==> src/rtl/prga_check.sv <==
// prga_check: ARC4 PRGA stage, decrypts CT into PT using S.
// Flags whether every plaintext byte is printable ASCII.
module prga_check #(
  parameter bit ABORT_EARLY = 1'b1
) (
  input  logic       clk,
  input  logic       rst,
  input  logic       en,
  output logic       rdy,
  output logic       valid,
  output logic [7:0] s_addr,
  input  logic [7:0] s_rddata,
  output logic [7:0] s_wrdata,
  output logic       s_wren,
  output logic [7:0] ct_addr,
  input  logic [7:0] ct_rddata,
  output logic [7:0] pt_addr,
  output logic [7:0] pt_wrdata,
  output logic       pt_wren
);

  typedef enum logic [3:0] {
    IDLE, HDR_RD, HDR_WR,
    SI_RD, SI_CAP, SJ_CAP,
    WR_I, WR_J, PAD_RD, PT_WR,
    DONE
  } state_t;

  state_t state, nxt;

  logic [7:0] i, j, k, len;
  logic [7:0] si, sj, c;
  logic       err;
  logic [7:0] pt_byte;
  logic       bad;
  logic       last;

  assign pt_byte = s_rddata ^ c;
  assign bad     = (pt_byte < 8'h20) || (pt_byte > 8'h7e);
  // stop after this byte: end of message or early abort
  assign last    = (k == len) || (ABORT_EARLY && (err || bad));

  always_ff @(posedge clk or posedge rst) begin
    if (rst) begin
      state <= IDLE;
      i     <= 8'd0;
      j     <= 8'd0;
      k     <= 8'd0;
      len   <= 8'd0;
      si    <= 8'd0;
      sj    <= 8'd0;
      c     <= 8'd0;
      err   <= 1'b0;
      valid <= 1'b0;
    end else begin
      state <= nxt;
      case (state)
        HDR_WR: begin
          len <= ct_rddata;
          err <= 1'b0;
          i   <= 8'd0;
          j   <= 8'd0;
          k   <= 8'd1;
          if (ct_rddata == 8'd0)
            valid <= 1'b1;
        end
        SI_RD: i <= i + 8'd1;
        SI_CAP: begin
          si <= s_rddata;
          c  <= ct_rddata;
          j  <= j + s_rddata;
        end
        SJ_CAP: sj <= s_rddata;
        PT_WR: begin
          if (bad)
            err <= 1'b1;
          if (last)
            valid <= ~(err | bad);
          else
            k <= k + 8'd1;
        end
        default: ;
      endcase
    end
  end

  always_comb begin
    nxt = state;
    unique case (state)
      IDLE:    nxt = en ? HDR_RD : IDLE;
      HDR_RD:  nxt = HDR_WR;
      HDR_WR:  nxt = (ct_rddata == 8'd0) ? DONE : SI_RD;
      SI_RD:   nxt = SI_CAP;
      SI_CAP:  nxt = SJ_CAP;
      SJ_CAP:  nxt = WR_I;
      WR_I:    nxt = WR_J;
      WR_J:    nxt = PAD_RD;
      PAD_RD:  nxt = PT_WR;
      PT_WR:   nxt = last ? DONE : SI_RD;
      DONE:    nxt = en ? HDR_RD : IDLE;
      default: nxt = IDLE;
    endcase
  end

  always_comb begin
    rdy       = (state == IDLE) || (state == DONE);
    s_addr    = 8'd0;
    s_wrdata  = 8'd0;
    s_wren    = 1'b0;
    ct_addr   = 8'd0;
    pt_addr   = 8'd0;
    pt_wrdata = 8'd0;
    pt_wren   = 1'b0;
    case (state)
      HDR_WR: begin
        pt_wrdata = ct_rddata;
        pt_wren   = 1'b1;
      end
      SI_RD: begin
        s_addr  = i + 8'd1;
        ct_addr = k;
      end
      SI_CAP: s_addr = j + s_rddata;
      WR_I: begin
        s_addr   = i;
        s_wrdata = sj;
        s_wren   = 1'b1;
      end
      // when i==j this second write wins, leaving si in place
      WR_J: begin
        s_addr   = j;
        s_wrdata = si;
        s_wren   = 1'b1;
      end
      PAD_RD: s_addr = si + sj;
      PT_WR: begin
        pt_addr   = k;
        pt_wrdata = pt_byte;
        pt_wren   = 1'b1;
      end
      default: ;
    endcase
  end

endmodule

==> config.mk <==
export PLATFORM = sky130hd
export DESIGN_NAME = prga_check
export DESIGN_NICKNAME = d
export VERILOG_FILES = /design/src/rtl/prga_check.sv
export SDC_FILE = /design/constraint.sdc
export NUM_CORES = 1
export LEC_CHECK = 0
export CORE_MARGIN = 4
export CORE_UTILIZATION = 45
export DETAILED_ROUTE_END_ITERATION = 10
export PLACE_DENSITY = 0.72
export SETUP_SLACK_MARGIN = 0.3
export SLEW_MARGIN = 20
export SYNTH_ARGS = -nofsm -noshare
export SYNTH_HDL_FRONTEND = slang
export SYNTH_SLANG_ARGS = --single-unit
==> constraint.sdc <==
create_clock -name clk -period 2.2 [get_ports clk]
set_input_delay 0.22 -clock clk [delete_from_list [all_inputs] [get_ports clk]]
set_output_delay 0.22 -clock clk [all_outputs]
set_load 0.03 [all_outputs]
==> results of run 1 <==
[area by class of cell]
class / count / area, µm²
Clock buffer: 9 / 124
Multi-Input combinational cell: 347 / 2900
Inverter: 11 / 41.3
Timing Repair Buffer: 182 / 1720
Clock inverter: 7 / 50.0
Sequential cell: 62 / 1560
Fill cell: 484 / 1860
Tap cell: 105 / 131
[logic make-up (layout without fill, tap and decap cells)]
kind of cell    after synthesis  after routing  synth area share (%)
simple gates                180            181                  22.2
fa+ha+maj                    18             18                  6.07
flops                        62             62                  39.2
compound gates               90             90                  15.4
buf+inv                      28            209                  2.75
mux                          27             27                  7.52
xor+xnor                     31             31                  6.86
[worst paths after layout]
check | from | to | slack, ps | depth (start not counted)
hold reg to reg | len[1]$_DFFE_PP0P_ | len[1]$_DFFE_PP0P_ | 510 | 2
setup reg to reg | j[4]$_DFFE_PP0P_ | j[7]$_DFFE_PP0P_ | 120 | 8
setup / recovery | j[4]$_DFFE_PP0P_ | s_addr[7] | -660 | 8
max in group asynchronous | rst | sj[6]$_DFFE_PP0N_ | 1390 | 3
min in group clk | s_rddata[5] | sj[5]$_DFFE_PP0N_ | 410 | 3
hold / removal | rst | k[5]$_DFFE_PP0P_ | 230 | 2
[metrics by stage]
stage               utilization (%)  cell area (µm²)  setup slack [ps]  hold slack (ps)  TNS [ps]
finish                         77.8             6520              -656              227     -3240
global route                   77.8             6520              -772              267     -4110
CTS                            72.1             6040              -560              233     -2390
detailed placement             62.2             5220              -486              490     -2220
global placement               62.2             5220              -437              481     -1660
floorplan                         -             4060              11.2              325         0
[worst max-delay path, delay by kind of cell, from the launching register on]
family / cells / cell delay (ps)
adders and majority gates: 1 / 310
AOI/OAI and AO/OA: 3 / 900
buffers and inverters: 1 / 150
DFF: 1 / 450
and+or+nand+nor: 1 / 80
xor gates and xnor gates: 2 / 380
[power breakdown]
part	internal [mW]	switching [mW]	total (mW)
combinational	3.27	3.22	6.49
clock	0.410	0.539	0.949
sequential	1.58	0.504	2.08
[state kept, by name, summed over array words and instances, names as in the netlist]
| signal | cells |
|---|---|
| si | 8 |
| i | 8 |
| k | 8 |
| sj | 8 |
| valid | 1 |
| j | 8 |
| err | 1 |
| c | 8 |
| state | 4 |
| len | 8 |
[timing repair]
action / in CTS / in global routing
endpoints found under the setup margin: 49 / 53
buffers inserted: 28 / 22
resized for setup: 144 / 83
cloned: 1 / 1
pin swaps: 39 / 38
[metal layers]
metal,vias up,global-route usage (%),wire length [µm]
met5,-,0,0
met4,0,10.5,666
met3,67,4.41,1280
met2,295,43.1,7570
met1,2177,35.8,5840
li1,1907,-,-
[synth_stat cells, drive strengths merged, types with 3 or more instances]
library cell | instances | share of area [%]
xor2 | 7 | 1.5
inv | 11 | 1.0
nor3 | 12 | 1.5
nand3 | 14 | 1.8
a21o | 5 | 0.95
buf | 3 | 0.38
ha | 16 | 5.1
nand4 | 7 | 1.1
o31ai | 4 | 0.76
dfrtp | 62 | 39
clkbuf | 14 | 1.3
nor2 | 29 | 2.8
o211ai | 5 | 0.95
and3 | 9 | 1.4
mux2i | 5 | 1.3
o21ai | 31 | 4.3
a22oi | 4 | 0.76
nand2 | 68 | 6.4
and2 | 15 | 2.4
mux2 | 22 | 6.3
nand2b | 12 | 1.9
xnor2 | 24 | 5.3
a22o | 12 | 2.7
a21oi | 16 | 2.1
==> run metrics, run 1 <==
outcome finished, violations left; failing checks negative setup slack; Antenna Nets Post-Route 0; Mapped Nets 473; Core Box Area 8380 µm²; fin nets 650; clock skew 13.4 ps; Netlist cell types 49; critical path launch point type register; Worst-Skew Late Latency about 360 ps; VDD IR-drop max 768 µV; Final min period 2860 ps; all-layer global routing usage a little over a quarter; initial core utilization 47.2%; drt first pass iters 7; worst hold path class in2async; clock root buffer clkbuf_8; FFs w/ async S/R, synth 100%; Synth Instances 436; DIE AREA 10400 µm²; fmax 350 MHz; CP Data Arrival Time 2640 ps; hpwl dp 8950 µm; CP required 1980 ps; clk sink count 62; leakage power 3.00 nW; mean routed wirelength per cell 21.2 µm; mean number of vias per cell 6.15; delay of the slowest cell on the worst path between 400 and 500 ps; worst slew pin tran 566 ps; critical path, cell by cell ha_4 > nand3_1 > o211ai_1 > o41ai_2 > xnor2_1 > xor2_1 > a221o_2 > buf_6; commonest non-fill, non-tap cell in the layout buf_4; Inserted Diodes 0; CTS tree yes; sequential element share of the synthesized area 39.2%; Post-Place Cells around 660; slew margin rel. 62.3%; vias about 4.4k; Overflow after GRT 0; largest net degree at the start of global routing 32; CTS Buf Count 9; Layout area overhead 64.8%; Max Root-Sink Buffers 2; post-route insts no fill 723; Yosys reg bits 62; DRC 0; # hold bufs at CTS 0; drt first-iter violations 438; crit path max-delay cell type dfrtp_1; first-pass GRT wire length 21300 µm; Final GP Congestion 0.933; RSZ-0062 raised after global routing true; post-synth design cell area 3960 µm²; Fin. Hold Viols 0; Die Y 102 µm; Critical Path Fanout Max 4; final max-slew violation count 0; Final setup viols 10; final WL 15400 µm; commonest non-fill, non-tap cells in the layout buf_4, buf_6, nand2_1, dfrtp_1, mux2_2; port bufs between 60 and 70; vias in the first global route 4110; Post-synth EDFFs 0; num ports 63; CP endpoint kind output pin; Yosys warnings 0; max-cap check violation count 0; layout cells sized above 1 47.9%; Post-synth top flop dfrtp_1; initial antenna violation count 0; Pwr Total ~9.5 mW; Mapped Avg Cell Area 9.08 µm²; Chip Width 102 µm; CP Class reg2out; Clk pin slew, worst setup/hold paths 90 ps; Final period util 130%; PD cells 1460 nW/µm²; H-Tree Depth 3; final critical-path setup slack -656 ps; Row Count 33
(Power assumes the default switching activity.)
==> run 2: changes to the inputs <==
--- a/config.mk
+++ b/config.mk
@@ -6,9 +6,9 @@
 export NUM_CORES = 1
 export LEC_CHECK = 0
 export CORE_MARGIN = 4
-export CORE_UTILIZATION = 45
+export CORE_UTILIZATION = 25
+export CTS_CLUSTER_SIZE = 12
 export DETAILED_ROUTE_END_ITERATION = 10
-export PLACE_DENSITY = 0.72
 export SETUP_SLACK_MARGIN = 0.3
 export SLEW_MARGIN = 20
 export SYNTH_ARGS = -nofsm -noshare
==> run metrics, run 2 (synthesized netlist as in run 1, its figures left out) <==
leakage power 3.19 nW; Final period util 128%; mean number of vias per cell 4.99; Layout area overhead 78.5%; outcome finished, violations left; delay of the slowest cell on the worst path 530 ps; initial antenna violation count 0; first-pass GRT wire length approximately 22000 µm; Critical Path Fanout Max 2; port bufs just over 60; drt first pass iters 6; critical path, cell by cell clkdlybuf4s50_1 > ha_4 > a21oi_4 > o211ai_1 > o41ai_2 > xnor2_1 > xor2_1 > a221o_2 > buf_6; DIE AREA 17900 µm²; hpwl dp 9670 µm; drt first-iter violations 315; Overflow after GRT 0; worst slew pin tran about 670 ps; num ports 63; Fin. Hold Viols 0; CTS Buf Count 9; slew margin rel. 55.4%; CTS tree yes; commonest non-fill, non-tap cells in the layout buf_4, buf_6, nand2_1, dfrtp_1, nor2_1; CP top delay family compound AO/OA/AOI/OAI gates; clock root buffer clkbuf_16; final max-slew violation count 0; CP Class in2out; CP Data Arrival Time 2590 ps; vias in the first global route 4237; DRC 0; layout cells sized above 1 49.9%; worst hold path class in2async; commonest non-fill, non-tap cell in the layout buf_4; H-Tree Depth 3; Worst-Skew Late Latency 340 ps; vias roughly 4.2k; Inserted Diodes 0; CP required 1980 ps; fmax between 300 and 400 MHz; design area 7060 µm²; Die Y 134 µm; CP endpoint kind output pin; Final min period 2810 ps; PD cells 1430 nW/µm²; clock skew 6.47 ps; Final setup viols 11; Buf/Inv on CP 2; VDD IR-drop max 682 µV; clk sink count slightly above 60; mean routed wirelength per cell 17.8 µm; Row Count 45; Core Box Area between 15000 and 20000 µm²; Chip Width 134 µm; largest net degree at the start of global routing 44; fin nets ~670; placed inst area 5510 µm²; all-layer global routing usage between 10% and 20%; failing checks negative setup slack; initial core utilization 25.7%; Antenna Nets Post-Route 0; RSZ-0062 raised after global routing true; crit path max-delay cell type clkdlybuf4s50_1; Final GP Congestion 0.872; post-layout util 46.0%; max-cap check violation count 0; final WL 15000 µm; Max Root-Sink Buffers 2; critical path launch point type input port; final critical-path setup slack -615 ps; Clk pin slew, worst setup/hold paths around 60 ps
run 2: through the flow:
stage	worst slack [ps]	hold slack [ps]	power [mW]	cells	TNS, ps
2_1_floorplan	11.2	325	4.83	436	0
3_3_place_gp	-512	483	6.84	766	-2160
3_5_place_dp	-547	491	6.95	766	-2400
4_1_cts	-575	227	9.26	823	-2160
5_1_grt	-716	262	10.7	844	-3460
6_report	-615	223	10.1	844	-2670
run 2: final cells by class:
| type | count | area, µm² |
|---|---|---|
| Sequential cell | 62 | 1560 |
| Clock buffer | 10 | 239 |
| Tap cell | 211 | 264 |
| Inverter | 11 | 41.3 |
| Fill cell | 1342 | 8310 |
| Clock inverter | 6 | 46.3 |
| Timing Repair Buffer | 198 | 1990 |
| Multi-Input combinational cell | 346 | 2930 |
run 2: report_power, final:
| part | total, mW | internal, mW | switching, mW |
|---|---|---|---|
| Combinational | 6.72 | 3.51 | 3.21 |
| Clock | 1.36 | 0.796 | 0.565 |
| Sequential | 2.04 | 1.58 | 0.459 |
run 2: worst reg2reg max path, delay by kind of cell (launching register included):
kind | cells | cell delay (ps)
multiplexers | 1 | 150
AND/OR/NAND/NOR | 3 | 200
buffers and inverters | 7 | 730
flip-flops | 1 | 420
adder cells (fa/ha/maj) | 2 | 550
AO/OA/AOI/OAI | 2 | 360
run 2: final timing paths:
kind | to | slack [ps] | from | cells after the start
setup reg to reg | j[6]$_DFFE_PP0P_ | -280 | j[0]$_DFFE_PP0P_ | 15
max in group asynchronous | j[4]$_DFFE_PP0P_ | 1370 | rst | 3
hold reg to reg | len[7]$_DFFE_PP0P_ | 500 | len[7]$_DFFE_PP0P_ | 2
min in group clk | si[2]$_DFFE_PP0P_ | 360 | s_rddata[2] | 3
hold / removal | k[5]$_DFFE_PP0P_ | 220 | rst | 2
setup / recovery | s_addr[7] | -610 | s_rddata[1] | 9
run 2: layer usage:
metal	share of wire [%]	vias up	track usage, %
li1	-	1933	-
met3	5.5	53	2.63
met1	41	2054	20.0
met2	49	175	26.0
met4	4.0	0	6.57
met5	0	-	0
run 2: repair_timing:
| item | 4_1_cts | 5_1_grt |
|---|---|---|
| pin swaps | 33 | 44 |
| setup buffers | 40 | 21 |
| endpoints found under the setup margin | 62 | 64 |
| resized for setup | 143 | 80 |
| cloned | 1 | 0 |
| hold buffers | 0 | 0 |
